===== src/rtl/gtech_ld_wr_seq_if.sv =====
// Writer-side bundle for the latch D/G interface: request handshake toward the
// register-file front end plus the registered latch data bus and gate lines.
interface gtech_ld_wr_seq_if #(
  parameter int DW    = 8,
  parameter int DEPTH = 4,
  parameter int AW    = 2
);
  logic             REQ;
  logic [AW-1:0]    ADDR;
  logic [DW-1:0]    WDATA;
  logic             RDY;
  logic [DW-1:0]    LD_D;
  logic [DEPTH-1:0] LD_G;
  logic             BUSY;
  logic             DONE;
  logic             ERR;

  // Requester side: issues writes, observes progress.
  modport master (
    output REQ, ADDR, WDATA,
    input  RDY, LD_D, LD_G, BUSY, DONE, ERR
  );

  // Sequencer side: accepts writes, drives the latch bank.
  modport slave (
    input  REQ, ADDR, WDATA,
    output RDY, LD_D, LD_G, BUSY, DONE, ERR
  );
endinterface


===== src/rtl/gtech_ld_wr_seq.sv =====
// Write sequencer for a bank of level-sensitive latches. Every accepted write
// runs SETUP -> GATE -> HOLD so the shared data bus is stable for a full cycle
// on both sides of the gate pulse. All outputs come straight from flops, so the
// gate lines cannot glitch.
module gtech_ld_wr_seq #(
  parameter int DW        = 8,
  parameter int DEPTH     = 4,
  parameter int AW        = 2,
  parameter int PULSE_CYC = 1
) (
  input  logic             CP,
  input  logic             CD,
  gtech_ld_wr_seq_if.slave bus
);

  typedef enum logic [1:0] {
    IDLE  = 2'd0,
    SETUP = 2'd1,
    GATE  = 2'd2,
    HOLD  = 2'd3
  } state_t;

  localparam logic [3:0] PULSE_LOAD = 4'(PULSE_CYC - 1);

  state_t           state_q, state_d;
  logic [3:0]       cnt_q, cnt_d;
  logic [AW-1:0]    addr_q, addr_d;
  logic [DW-1:0]    ldData_q, ldData_d;
  logic [DEPTH-1:0] ldGate_q, ldGate_d;
  logic             rdy_q, rdy_d;
  logic             busy_q, busy_d;
  logic             done_q, done_d;
  logic             err_q, err_d;
  logic             inRange;

  assign inRange = (int'(addr_q) < DEPTH);

  // Next-state and next-output logic; outputs are derived from the next state
  // so that every output pin is a plain flop.
  always_comb begin
    state_d  = state_q;
    cnt_d    = cnt_q;
    addr_d   = addr_q;
    ldData_d = ldData_q;
    done_d   = 1'b0;
    err_d    = 1'b0;
    ldGate_d = '0;

    case (state_q)
      IDLE: begin
        if (bus.REQ) begin
          addr_d   = bus.ADDR;
          ldData_d = bus.WDATA;
          state_d  = SETUP;
        end
      end
      SETUP: begin
        state_d = GATE;
        cnt_d   = PULSE_LOAD;
      end
      GATE: begin
        if (cnt_q == 4'd0) begin
          state_d = HOLD;
        end else begin
          cnt_d = cnt_q - 4'd1;
        end
      end
      HOLD: begin
        state_d = IDLE;
        done_d  = 1'b1;
        err_d   = !inRange;
      end
      default: begin
        state_d = IDLE;
      end
    endcase

    rdy_d  = (state_d == IDLE);
    busy_d = (state_d != IDLE);

    if (state_d == GATE) begin
      for (int r = 0; r < DEPTH; r++) begin
        if (int'(addr_d) == r) begin
          ldGate_d[r] = 1'b1;
        end
      end
    end
  end

  // State and output registers; reset clears the gate lines immediately.
  always_ff @(posedge CP or negedge CD) begin
    if (!CD) begin
      state_q  <= IDLE;
      cnt_q    <= 4'd0;
      addr_q   <= '0;
      ldData_q <= '0;
      ldGate_q <= '0;
      rdy_q    <= 1'b1;
      busy_q   <= 1'b0;
      done_q   <= 1'b0;
      err_q    <= 1'b0;
    end else begin
      state_q  <= state_d;
      cnt_q    <= cnt_d;
      addr_q   <= addr_d;
      ldData_q <= ldData_d;
      ldGate_q <= ldGate_d;
      rdy_q    <= rdy_d;
      busy_q   <= busy_d;
      done_q   <= done_d;
      err_q    <= err_d;
    end
  end

  assign bus.RDY  = rdy_q;
  assign bus.LD_D = ldData_q;
  assign bus.LD_G = ldGate_q;
  assign bus.BUSY = busy_q;
  assign bus.DONE = done_q;
  assign bus.ERR  = err_q;

endmodule


===== src/flat_wrapper.sv =====
// flat-port wrapper written by rule: the top's interface ports become plain ports
module gtech_ld_wr_seq_flat 
#(
  parameter int DW        = 8,
  parameter int DEPTH     = 4,
  parameter int AW        = 2,
  parameter int PULSE_CYC = 1
)
  (CP, CD, bus_REQ, bus_ADDR, bus_WDATA, bus_RDY, bus_LD_D, bus_LD_G, bus_BUSY, bus_DONE, bus_ERR);
  gtech_ld_wr_seq_if #(.DW(DW), .DEPTH(DEPTH), .AW(AW)) bus_i ();
  input  logic CP;
  input  logic CD;
  input wire logic [$bits(bus_i.REQ)-1:0] bus_REQ;
  input wire logic [$bits(bus_i.ADDR)-1:0] bus_ADDR;
  input wire logic [$bits(bus_i.WDATA)-1:0] bus_WDATA;
  output wire logic [$bits(bus_i.RDY)-1:0] bus_RDY;
  output wire logic [$bits(bus_i.LD_D)-1:0] bus_LD_D;
  output wire logic [$bits(bus_i.LD_G)-1:0] bus_LD_G;
  output wire logic [$bits(bus_i.BUSY)-1:0] bus_BUSY;
  output wire logic [$bits(bus_i.DONE)-1:0] bus_DONE;
  output wire logic [$bits(bus_i.ERR)-1:0] bus_ERR;
  assign bus_i.REQ = bus_REQ;
  assign bus_i.ADDR = bus_ADDR;
  assign bus_i.WDATA = bus_WDATA;
  assign bus_RDY = bus_i.RDY;
  assign bus_LD_D = bus_i.LD_D;
  assign bus_LD_G = bus_i.LD_G;
  assign bus_BUSY = bus_i.BUSY;
  assign bus_DONE = bus_i.DONE;
  assign bus_ERR = bus_i.ERR;
  gtech_ld_wr_seq #(.DW(DW), .DEPTH(DEPTH), .AW(AW), .PULSE_CYC(PULSE_CYC)) u_core (.CP(CP), .CD(CD), .bus(bus_i));
endmodule

===== config.mk =====
export PLATFORM = sky130hd
export DESIGN_NAME = gtech_ld_wr_seq_flat
export DESIGN_NICKNAME = d
export VERILOG_FILES = /design/src/rtl/gtech_ld_wr_seq_if.sv /design/src/rtl/gtech_ld_wr_seq.sv /design/src/flat_wrapper.sv
export SDC_FILE = /design/constraint.sdc
export NUM_CORES = 1
export LEC_CHECK = 0
export CELL_PAD_IN_SITES_DETAIL_PLACEMENT = 1
export CELL_PAD_IN_SITES_GLOBAL_PLACEMENT = 1
export CORE_MARGIN = 1.5
export CORE_UTILIZATION = 39
export CTS_BUF_LIST = sky130_fd_sc_hd__clkbuf_16
export CTS_CLUSTER_DIAMETER = 100
export CTS_CLUSTER_SIZE = 40
export DETAILED_ROUTE_END_ITERATION = 10
export PLACE_DENSITY_LB_ADDON = 0.15
export SYNTH_ARGS = -nofsm -noshare
export SYNTH_HDL_FRONTEND = slang
export SYNTH_SLANG_ARGS = --single-unit

===== constraint.sdc =====
create_clock -name CP -period 3.5 [get_ports CP]
set_clock_uncertainty 0.1 [all_clocks]
set_input_delay 0.525 -clock CP [delete_from_list [all_inputs] [get_ports CP]]
set_output_delay 0.525 -clock CP [all_outputs]
set_load 0.02 [all_outputs]

; ---- Word-level counts from Yosys, hierarchy flattened
; Cells that the tools add are included.
[totals]
output_inout_bits = 16
word_cells = 38
reg_bits = 23
inputBits = 13
[op_classes]
mux = 13
add_sub_neg = 1
reduce_logical = 8
n_eq_ne = 8
[ops]
columns = operator, n
row1 = "equality test 2 bit, second input constant", 5
row2 = 2-to-1 mux 2 bit, 4
row3 = 2-to-1 mux 4 bit, 2
row4 = case mux 2 bit (4 select lines), 1
row5 = case mux 4 bit (2 select lines), 1
row6 = logical NOT 2 bit, 3
row7 = 2-to-1 mux 1 bit, 5
row8 = "equality test 2 x 1 -> 1 bit, second input constant", 2
row9 = logical NOT 4 bit, 1
row10 = AND reduction 2 bit, 2
row11 = nonzero test 2 bit, 2
row12 = "subtractor 4 x 1 -> 4 bit, second input constant", 1
row13 = "inequality test 2 bit, second input constant", 1

; ---- Depth between registers and ports, before layout
; Gate-level depths: netlist of run 1.
[depth]
ltp_word = 5
depth_mapped = 6
depth_no_buf = 5

; ---- Least setup slack after synthesis of run 1
; Ideal clock, no wire load.
[synth_path]
path_type = register to register
start = register u_core.state_q[0]
end = register u_core.ldGate_q[0], in the netlist u_core.bus.LD_G[0]
arrival_time_ps = 1396
path_buffers = 0
path_stages_with_launch = 6
setup_slack_ps = 1878
required_ps = 3275
period_less_slack_ps = 1622
cell_sequence = dfrtp_1 inv_1 ha_1 or4b_4 a21oi_4 nor3_1
[synth_between]
elab_cells_between_ends = 12
cone_classes = 4 x eq/ne / 6 x mux / 2 x reduce/logical
[synth_lines]
columns = element, line
row1 = from (decl), gtech_ld_wr_seq.sv:25  ; state_t state_q, state_d;
row2 = from (signal assigned), gtech_ld_wr_seq.sv:103  ; state_q <= state_d;
row3 = "equality test 2 bit, or another cell as far along", gtech_ld_wr_seq.sv:49  ; case (state_q)
row4 = case mux 2 bit (4 select lines) *, gtech_ld_wr_seq.sv:49
row5 = named net u_core.state_d[0], gtech_ld_wr_seq.sv:25
row6 = equality test 2 bit *, gtech_ld_wr_seq.sv:81  ; if (state_d == GATE) begin
row7 = 2-to-1 mux 4 bit *, gtech_ld_wr_seq.sv:81
row8 = named net u_core.ldGate_d[0], gtech_ld_wr_seq.sv:29  ; logic [DEPTH-1:0] ldGate_q, ldGate_d;
row9 = to (signal assigned), gtech_ld_wr_seq.sv:107  ; ldGate_q <= ldGate_d;
row10 = to (decl), gtech_ld_wr_seq.sv:29
; The timed path passes the listed nets; every way through them passes the cells marked *.
; A chain may end at the register's enable or synchronous reset.

; ---- Worst setup path in the final report of run 1
[layout_path]
start = register u_core.rdy_q, in the netlist u_core.bus.RDY
end = output bus_RDY
[layout_lines]
columns = element, line
row1 = from (decl), gtech_ld_wr_seq.sv:30  ; logic rdy_q, rdy_d;
row2 = from (signal assigned), gtech_ld_wr_seq.sv:108  ; rdy_q <= rdy_d;
row3 = to (decl), flat_wrapper.sv:16  ; output wire logic [$bits(bus_i.RDY)-1:0] bus_RDY;
; No word-level cell between the ends.

==> flow_summary.yaml, run 1 <==
grt:
  grt_start_max_net_pins: 24
  grt_usage_pct: 17.9
  grt_pass1_vias: 782
  grt_overflow: 0
  antenna_found_initial: 0
  grt_pass1_wl_um: 3730
yosys:
  synth_edf_count: 0
  netlist_area_mm2: 0.00105
  ys_ff_latch: 23
  syn-instance-count: 87
  post-synth-top-count-cell: "dfrtp_1"
  yosys.area.top_type: "dfrtp_1"
  synth.top_cells.by_count: "dfrtp_1, mux2_1, ha_1, inv_1, o21ai_0"
  ys.flop_type: "dfrtp_1"
  yosysUniqueCellTypes: 27
  ys_warn_count: 0
  async_flop_share_pct: 100
  synth_top_cell_area_share_pct: 52.3
  synth_seq_area_share_pct: 54.8
  netlist_top_cells_area: "dfrtp_1, mux2_1, ha_1, o21ai_0, dfstp_2"
  synth.avg_cell_area_um2: 12.1
  syn_nets: 107
routing:
  drt_wl_total_um: 2260
  dr.pass1.iters: 1
  wl_per_cell_um: 15.5
  postRouteAntennaNets: 0
  vias: 768
  initialDrtViolationCount: 0
  remaining_drc_errors: 0
  vias_per_cell: 5.26
power:
  leakagePower_uw: 0.000629
  power_density_mw_per_mm2: 889
  vdd_drop_max_mv: 0.617
timing:
  setup_violations: 0
  drv_slew: 0
  worstMarginPinSlew_ns: 1.03
  finalCritPeriodShare_pct: 56.7
  hold_viol_final: 0
  slew_headroom_pct: 31.0
  timing.fmax_mhz: 504
  finalCriticalPeriod_ns: 1.98
  hold_slack_ns: 0.393
  setup_ws_ns: 1.52
  finalSetupTns_ns: 0
  rsz0062_at_grt: "no"
setup_path:
  crit_type: "flip-flop to output port"
  crit_fanout: 1
  cp.required_ns: 2.87
  rrSetupSlack_ns: 1.68
  arrival_ns: 1.36
  critPathLaunchType: "flip-flop"
  endpoint_kind: "output port"
  cp_num_buf_inv: 1
  crit_slowest_cell: "clkdlybuf4s50_1"
  slowest_delay_ns: 0.59
  critPathTopFamily: "buffers and inverters"
  path_cells: "clkdlybuf4s50_1"
clocking:
  cts_setup_buffers: 0
  htree_levels: 1
  ctsResizeCount: 0
  clockRootBuffer: "clkbuf_16"
  clock_latency_ns: 0.26
  cts_tree: "built"
  cts_buffer_depth: 2
  cts_hold_buffers: 0
  clk_pin_slew_ns: 0.06
  clock-sinks: 23
  numCtsBuffers: 3
cells_and_area:
  instances_no_fill: 146
  drive_above_1_share_pct: 5.17
  diodes: 0
  final_util_pct: 56.5
  area_growth_syn_to_layout_pct: 35.6
  nNetsFinal: 137
floorplan:
  start_util_pct: 41.7
  fp-row-count: 18
  pin_count: 29
  die_area_mm2: 0.00302
  core_area_mm2: 0.00252
  die_height_um: 54.9
  dieWidth_um: 54.9
worst_hold_path:
  hold_class: "flip-flop to flip-flop"
place:
  gp_congestion: 0.708
  dp_hpwl_um: 1710
  dp_cells: 142
  port_buffers: 27
  place_ws_ns: 1.34
outcome:
  status: "finished, final reports clean"
job:
  cap_violations: 0
## power by group
part | switching, uW | internal, uW | total (uW)
clock network | 91.3 | 152 | 244
logic | 317 | 271 | 588
registers | 58.0 | 378 | 436
total | 467 | 801 | 1270
## metrics by stage
stage / total power (uW) / instance area [um^2]
after floorplan: 780 / 1050
after global placement: 1010 / 1350
after detailed placement: 1040 / 1350
after CTS: 1280 / 1430
after global routing: 1340 / 1430
final: 1270 / 1430
## logic make-up after synthesis
kind of cell	synth area share, %
DFF	54.8
other	0.356
buffers and inverters	3.69
and+or+nand+nor	13.6
muxes	10.7
AOI/OAI and AO/OA	8.56
adders and majority gates	8.32
## registers in the layout, indices dropped and copies added, names as in the netlist
name             count
u_core.addr_q        2
u_core.bus.BUSY      1
u_core.bus.DONE      1
u_core.bus.LD_D      8
u_core.bus.LD_G      4
u_core.bus.RDY       1
u_core.cnt_q         4
u_core.state_q       2
## cell usage in the layout (no fill, tap or decap)
master	count
a211oi_1	1
a21oi_1	1
a21oi_4	1
a31oi_1	3
and4b_1	2
and4bb_1	1
clkbuf_16	3
clkdlybuf4s50_1	27
conb_1	1
dfrtp_1	22
dfstp_2	1
ha_1	7
inv_1	8
mux2_1	10
nand2_1	3
nand2b_1	1
nand3_1	3
nand4_1	1
nor2_1	4
nor2b_1	1
nor3_1	4
nor4bb_1	1
o211ai_1	1
o21ai_0	6
o21ai_1	1
or2_1	1
or4b_4	1
## final cells by class
| class | count | area [um^2] |
|---|---|---|
| repair buffers | 27 | 270 |
| multi-input cells | 55 | 437 |
| well taps | 30 | 37.5 |
| flip-flops and latches | 23 | 577 |
| fillers | 273 | 1100 |
| clock buffers | 3 | 75.1 |
| inverters | 7 | 26.3 |
| clock inverters | 1 | 3.75 |
## per-layer routing
metal	vias to the layer above	part of all wire, %	routed length (um)	track usage (%)
li1	359	-	-	-
met1	386	44	986	22.5
met2	19	50	1130	29.8
met3	4	5.0	112	4.57
met4	0	1.2	27	6.10
met5	-	0	0	0
## final timing paths
| kind | from | to | cells after the start |
|---|---|---|---|
| max | u_core.bus.RDY$_DFF_PN1_ | bus_RDY | 1 |
| min | u_core.bus.LD_D[4]$_DFFE_PN0P_ | u_core.bus.LD_D[4]$_DFFE_PN0P_ | 1 |
| max reg2reg | u_core.state_q[0]$_DFF_PN0_ | u_core.addr_q[0]$_DFF_PN0_ | 4 |
| min reg2reg | u_core.bus.LD_D[4]$_DFFE_PN0P_ | u_core.bus.LD_D[4]$_DFFE_PN0P_ | 1 |
| max in group asynchronous | CD | u_core.bus.LD_D[5]$_DFFE_PN0P_ | 1 |
| min in group asynchronous | CD | u_core.cnt_q[0]$_DFFE_PN0P_ | 1 |
(Power assumes the default switching activity.)
==> inputs of run 2 (changes only) <==
CORE_UTILIZATION = 36   (was 39)
clock period = 1.9 ns   (was 3.5 ns; I/O delays follow)
==> flow_summary.yaml, run 2 (synthesis gave the netlist of run 1 again) <==
routing:
  drt_wl_total_um: 2290
  dr.pass1.iters: 4
  wl_per_cell_um: 15.1
  vias_per_cell: 5.18
  initialDrtViolationCount: 10
  remaining_drc_errors: 0
  postRouteAntennaNets: 0
  vias: 788
setup_path:
  crit_slowest_cell: "or4b_4"
  crit_fanout: 7
  rr_startpoint: "u_core.state_q[0]$_DFF_PN0_"
  rrSetupSlack_ns: 0.13
  critPathLaunchType: "flip-flop"
  r2r_end: "u_core.bus.LD_G[0]$_DFF_PN0_"
  reg2reg_depth: 5
  arrival_ns: 1.80
  slowest_delay_ns: 0.50
  path_cells: "inv_1 -> ha_1 -> or4b_4 -> a21oi_4 -> nor3_1"
  crit_type: "flip-flop to flip-flop"
  cp.required_ns: 1.93
  endpoint_kind: "flip-flop"
floorplan:
  die_height_um: 57.1
  fp-row-count: 19
  core_area_mm2: 0.00276
  pin_count: 29
  start_util_pct: 38.2
  die_area_mm2: 0.00326
  dieWidth_um: 57.1
clocking:
  cts_hold_buffers: 0
  clockRootBuffer: "clkbuf_16"
  clock-sinks: 23
  clk_pin_slew_ns: 0.06
  numCtsBuffers: 3
  clock_latency_ns: 0.25
  cts_buffer_depth: 2
  cts_tree: "built"
  htree_levels: 1
cells_and_area:
  final_common_cell: "clkdlybuf4s50_1"
  final_cell_mix: "clkdlybuf4s50_1, dfrtp_1, mux2_1, inv_1, ha_1"
  finalInstanceArea_mm2: 0.00147
  largest_register_ffs: 8
  nNetsFinal: 142
  area_growth_syn_to_layout_pct: 39.4
  drive_above_1_share_pct: 9.92
  diodes: 0
power:
  comb_power_share_pct: 47.6
  sw_frac_of_total_pct: 36.2
  pwr-share-seq_pct: 33.9
  power_density_mw_per_mm2: 1620
  clkPwrFrac_pct: 18.4
  leakagePower_uw: 0.000651
  vdd_drop_max_mv: 0.848
  p_int_uw: 1520
  power.switching_uw: 860
grt:
  grt_overflow: 0
  grt_pass1_vias: 900
  grt_start_max_net_pins: 13
  grt_usage_pct: 16.2
  antenna_found_initial: 0
  grt_pass1_wl_um: 4020
timing:
  hold_viol_final: 0
  setup_ws_ns: 0.127
  setup_violations: 0
  finalCritPeriodShare_pct: 93.3
  hold_slack_ns: 0.193
  finalCriticalPeriod_ns: 1.77
  timing.fmax_mhz: 564
  rsz0062_at_grt: "no"
  drv_slew: 0
  finalSetupTns_ns: 0
worst_hold_path:
  hold_class: "input pin to async pin"
place:
  dp_hpwl_um: 1800
  port_buffers: 27
  placed_cell_area_mm2: 0.00138
  place_ws_ns: 0.111
  gp_congestion: 0.740
outcome:
  status: "finished, final reports clean"
job:
  cap_violations: 0
## run 2: power by group through the flow
stage | registers, uW | logic [uW] | clock network (uW)
6_report | 807 | 1130 | 439
3_3_place_gp | 799 | 1080 | 0
5_1_grt | 837 | 1240 | 484
4_1_cts | 809 | 1120 | 455
3_5_place_dp | 817 | 1110 | 0
2_1_floorplan | 986 | 451 | 0
## run 2: layout make-up
class                           count  area [um^2]
Timing Repair Buffer               32          308
Tap cell                           31         38.8
Sequential cell                    23          578
Fill cell                         294         1290
Clock inverter                      1         3.75
Clock buffer                        3         75.1
Multi-Input combinational cell     55          437
Inverter                            7         26.3
## run 2: critical path, delay by kind of cell (launching register included)
family / cells / cell delay (ns)
AOI/OAI and AO/OA: 1 / 0.24
buffers and inverters: 1 / 0.09
DFF: 1 / 0.40
adders and majority gates: 1 / 0.24
and+or+nand+nor: 2 / 0.59
## run 2: worst max-delay path by stage
stage                                           start                           end  slack (ns)  cells past startpoint
final                     u_core.state_q[0]$_DFF_PN0_  u_core.bus.LD_G[0]$_DFF_PN0_        0.13                      5
after global routing      u_core.state_q[0]$_DFF_PN0_  u_core.bus.LD_G[0]$_DFF_PN0_        0.04                      5
after detailed placement  u_core.state_q[0]$_DFF_PN0_  u_core.bus.LD_G[0]$_DFF_PN0_        0.11                      5
after global placement    u_core.state_q[0]$_DFF_PN0_  u_core.bus.LD_G[2]$_DFF_PN0_        0.21                      5
after CTS                 u_core.state_q[0]$_DFF_PN0_  u_core.bus.LD_G[0]$_DFF_PN0_         0.1                      5
after floorplan           u_core.state_q[0]$_DFF_PN0_  u_core.bus.LD_G[0]$_DFF_PN0_        0.28                      5
## run 2: routing by layer
layer	track usage (%)	up-vias	wire length, um
li1	-	370	-
met1	18.8	389	961
met2	29.4	25	1180
met3	4.08	4	121
met4	4.98	0	25
met5	0	-	0
## run 2: stage by stage
stage,total power (uW),util [%],instances
3_3_place_gp,1880,50.0,147
5_1_grt,2560,53.2,152
4_1_cts,2390,52.9,151
3_5_place_dp,1930,50.0,147
6_report,2380,53.2,152
2_1_floorplan,1440,-,87
## run 2: timing repair
item | in CTS | in global routing
setup endpoints to repair | 0 | 2
gates resized for setup | 0 | 1
buffers inserted | 0 | 1
==> inputs of run 3 (changes only) <==
CORE_MARGIN = default   (was 1.5)
==> flow_summary.yaml, run 3 (synthesis gave the netlist of run 1 again) <==
setup_path:
  critPathLaunchType: "flip-flop"
  cp.required_ns: 1.93
  crit_type: "flip-flop to flip-flop"
  endpoint_kind: "flip-flop"
  crit_fanout: 7
  arrival_ns: 1.79
cells_and_area:
  final_cell_mix: "clkdlybuf4s50_1, dfrtp_1, mux2_1, inv_1, ha_1"
  nNetsFinal: 141
  instances_no_fill: 151
  drive_above_1_share_pct: 8.33
  diodes: 0
  area_growth_syn_to_layout_pct: 38.5
  final_common_cell: "clkdlybuf4s50_1"
  largest_register_ffs: 8
timing:
  hold_viol_final: 0
  rsz0062_at_grt: "no"
  drv_slew: 0
  finalCriticalPeriod_ns: 1.75
  timing.fmax_mhz: 571
  finalSetupTns_ns: 0
  finalCritPeriodShare_pct: 92.2
  setup_violations: 0
power:
  leakagePower_uw: 0.000648
  vdd_drop_max_mv: 0.902
  power_density_mw_per_mm2: 1610
floorplan:
  dieWidth_um: 56.1
  pin_count: 29
  core_area_mm2: 0.00276
  die_area_mm2: 0.00314
  start_util_pct: 38.2
  fp-row-count: 19
  die_height_um: 56.1
job:
  cap_violations: 0
clocking:
  clk_pin_slew_ns: 0.06
  cts_buffer_depth: 2
  clockRootBuffer: "clkbuf_16"
  ctsResizeCount: 0
  clock_latency_ns: 0.26
  cts_hold_buffers: 0
  cts_setup_buffers: 0
  htree_levels: 1
  clock-sinks: 23
  numCtsBuffers: 3
  cts_tree: "built"
grt:
  grt_pass1_wl_um: 4110
  antenna_found_initial: 0
  grt_usage_pct: 17.2
  grt_overflow: 0
  grt_start_max_net_pins: 13
  grt_pass1_vias: 930
place:
  dp_cells: 147
  dp_hpwl_um: 1740
  gp_congestion: 0.717
  port_buffers: 27
routing:
  dr.pass1.iters: 3
  wl_per_cell_um: 15.0
  initialDrtViolationCount: 10
  drt_wl_total_um: 2270
  vias_per_cell: 5.19
  postRouteAntennaNets: 0
  vias: 784
  remaining_drc_errors: 0
outcome:
  status: "finished, final reports clean"
worst_hold_path:
  hold_class: "input pin to async pin"
run 3: cell count changes in the layout (fill, tap and decap cells not counted):
cell	previous run	this run
buf_4	5	4
dfrtp_1	21	22
dfrtp_2	1	0
run 3: power by group:
group	leakage, uW	switching (uW)	internal, uW
combinational	0.000319	582	518
clock	0.0000423	167	281
sequential	0.000286	105	696
total	0.000648	853	1490
run 3: metal layers:
layer  wire (um)  GRT usage, %  vias up
met4          45          7.32        0
met1         969          18.7      387
met2        1130          31.8       23
met3         122          3.95        5
met5           0             0        -
li1            -             -      369
run 3: layout make-up:
| cell class | instances | area [um^2] |
|---|---|---|
| Tap cell | 31 | 38.8 |
| Sequential cell | 23 | 577 |
| Inverter | 7 | 26.3 |
| Clock buffer | 3 | 75.1 |
| Fill cell | 296 | 1300 |
| Clock inverter | 1 | 3.75 |
| Timing Repair Buffer | 31 | 300 |
| Multi-Input combinational cell | 55 | 437 |
run 3: final timing paths:
check / startpoint / depth (start not counted) / slack [ns] / endpoint
worst max-delay path: u_core.state_q[0]$_DFF_PN0_ / 5 / 0.15 / u_core.bus.LD_G[0]$_DFF_PN0_
worst min-delay path: CD / 1 / 0.19 / u_core.bus.BUSY$_DFF_PN0_
worst max register to register: u_core.state_q[0]$_DFF_PN0_ / 5 / 0.15 / u_core.bus.LD_G[0]$_DFF_PN0_
worst min register to register: u_core.bus.LD_D[5]$_DFFE_PN0P_ / 1 / 0.40 / u_core.bus.LD_D[5]$_DFFE_PN0P_
max in group asynchronous: CD / 2 / 1.07 / u_core.bus.LD_D[4]$_DFFE_PN0P_
min in group CP: u_core.bus.LD_D[5]$_DFFE_PN0P_ / 1 / 0.40 / u_core.bus.LD_D[5]$_DFFE_PN0P_
run 3: critical path, stage by stage, from the launching register on:
cell     delay [ns]
dfrtp_1        0.40
inv_1          0.10
ha_1           0.23
or4b_4         0.50
a21oi_4        0.21
nor3_1         0.08
run 3: stage by stage:
stage	utilization (%)	hold WS (ns)	setup slack, ns	area, um^2	power, uW
after floorplan	-	-0.111	0.278	1050	1440
after global placement	50.0	0.373	0.209	1380	1880
after detailed placement	50.0	0.385	0.141	1380	1920
after CTS	52.9	0.208	0.134	1460	2380
after global routing	52.9	0.203	0.0605	1460	2510
final	52.9	0.188	0.149	1460	2350
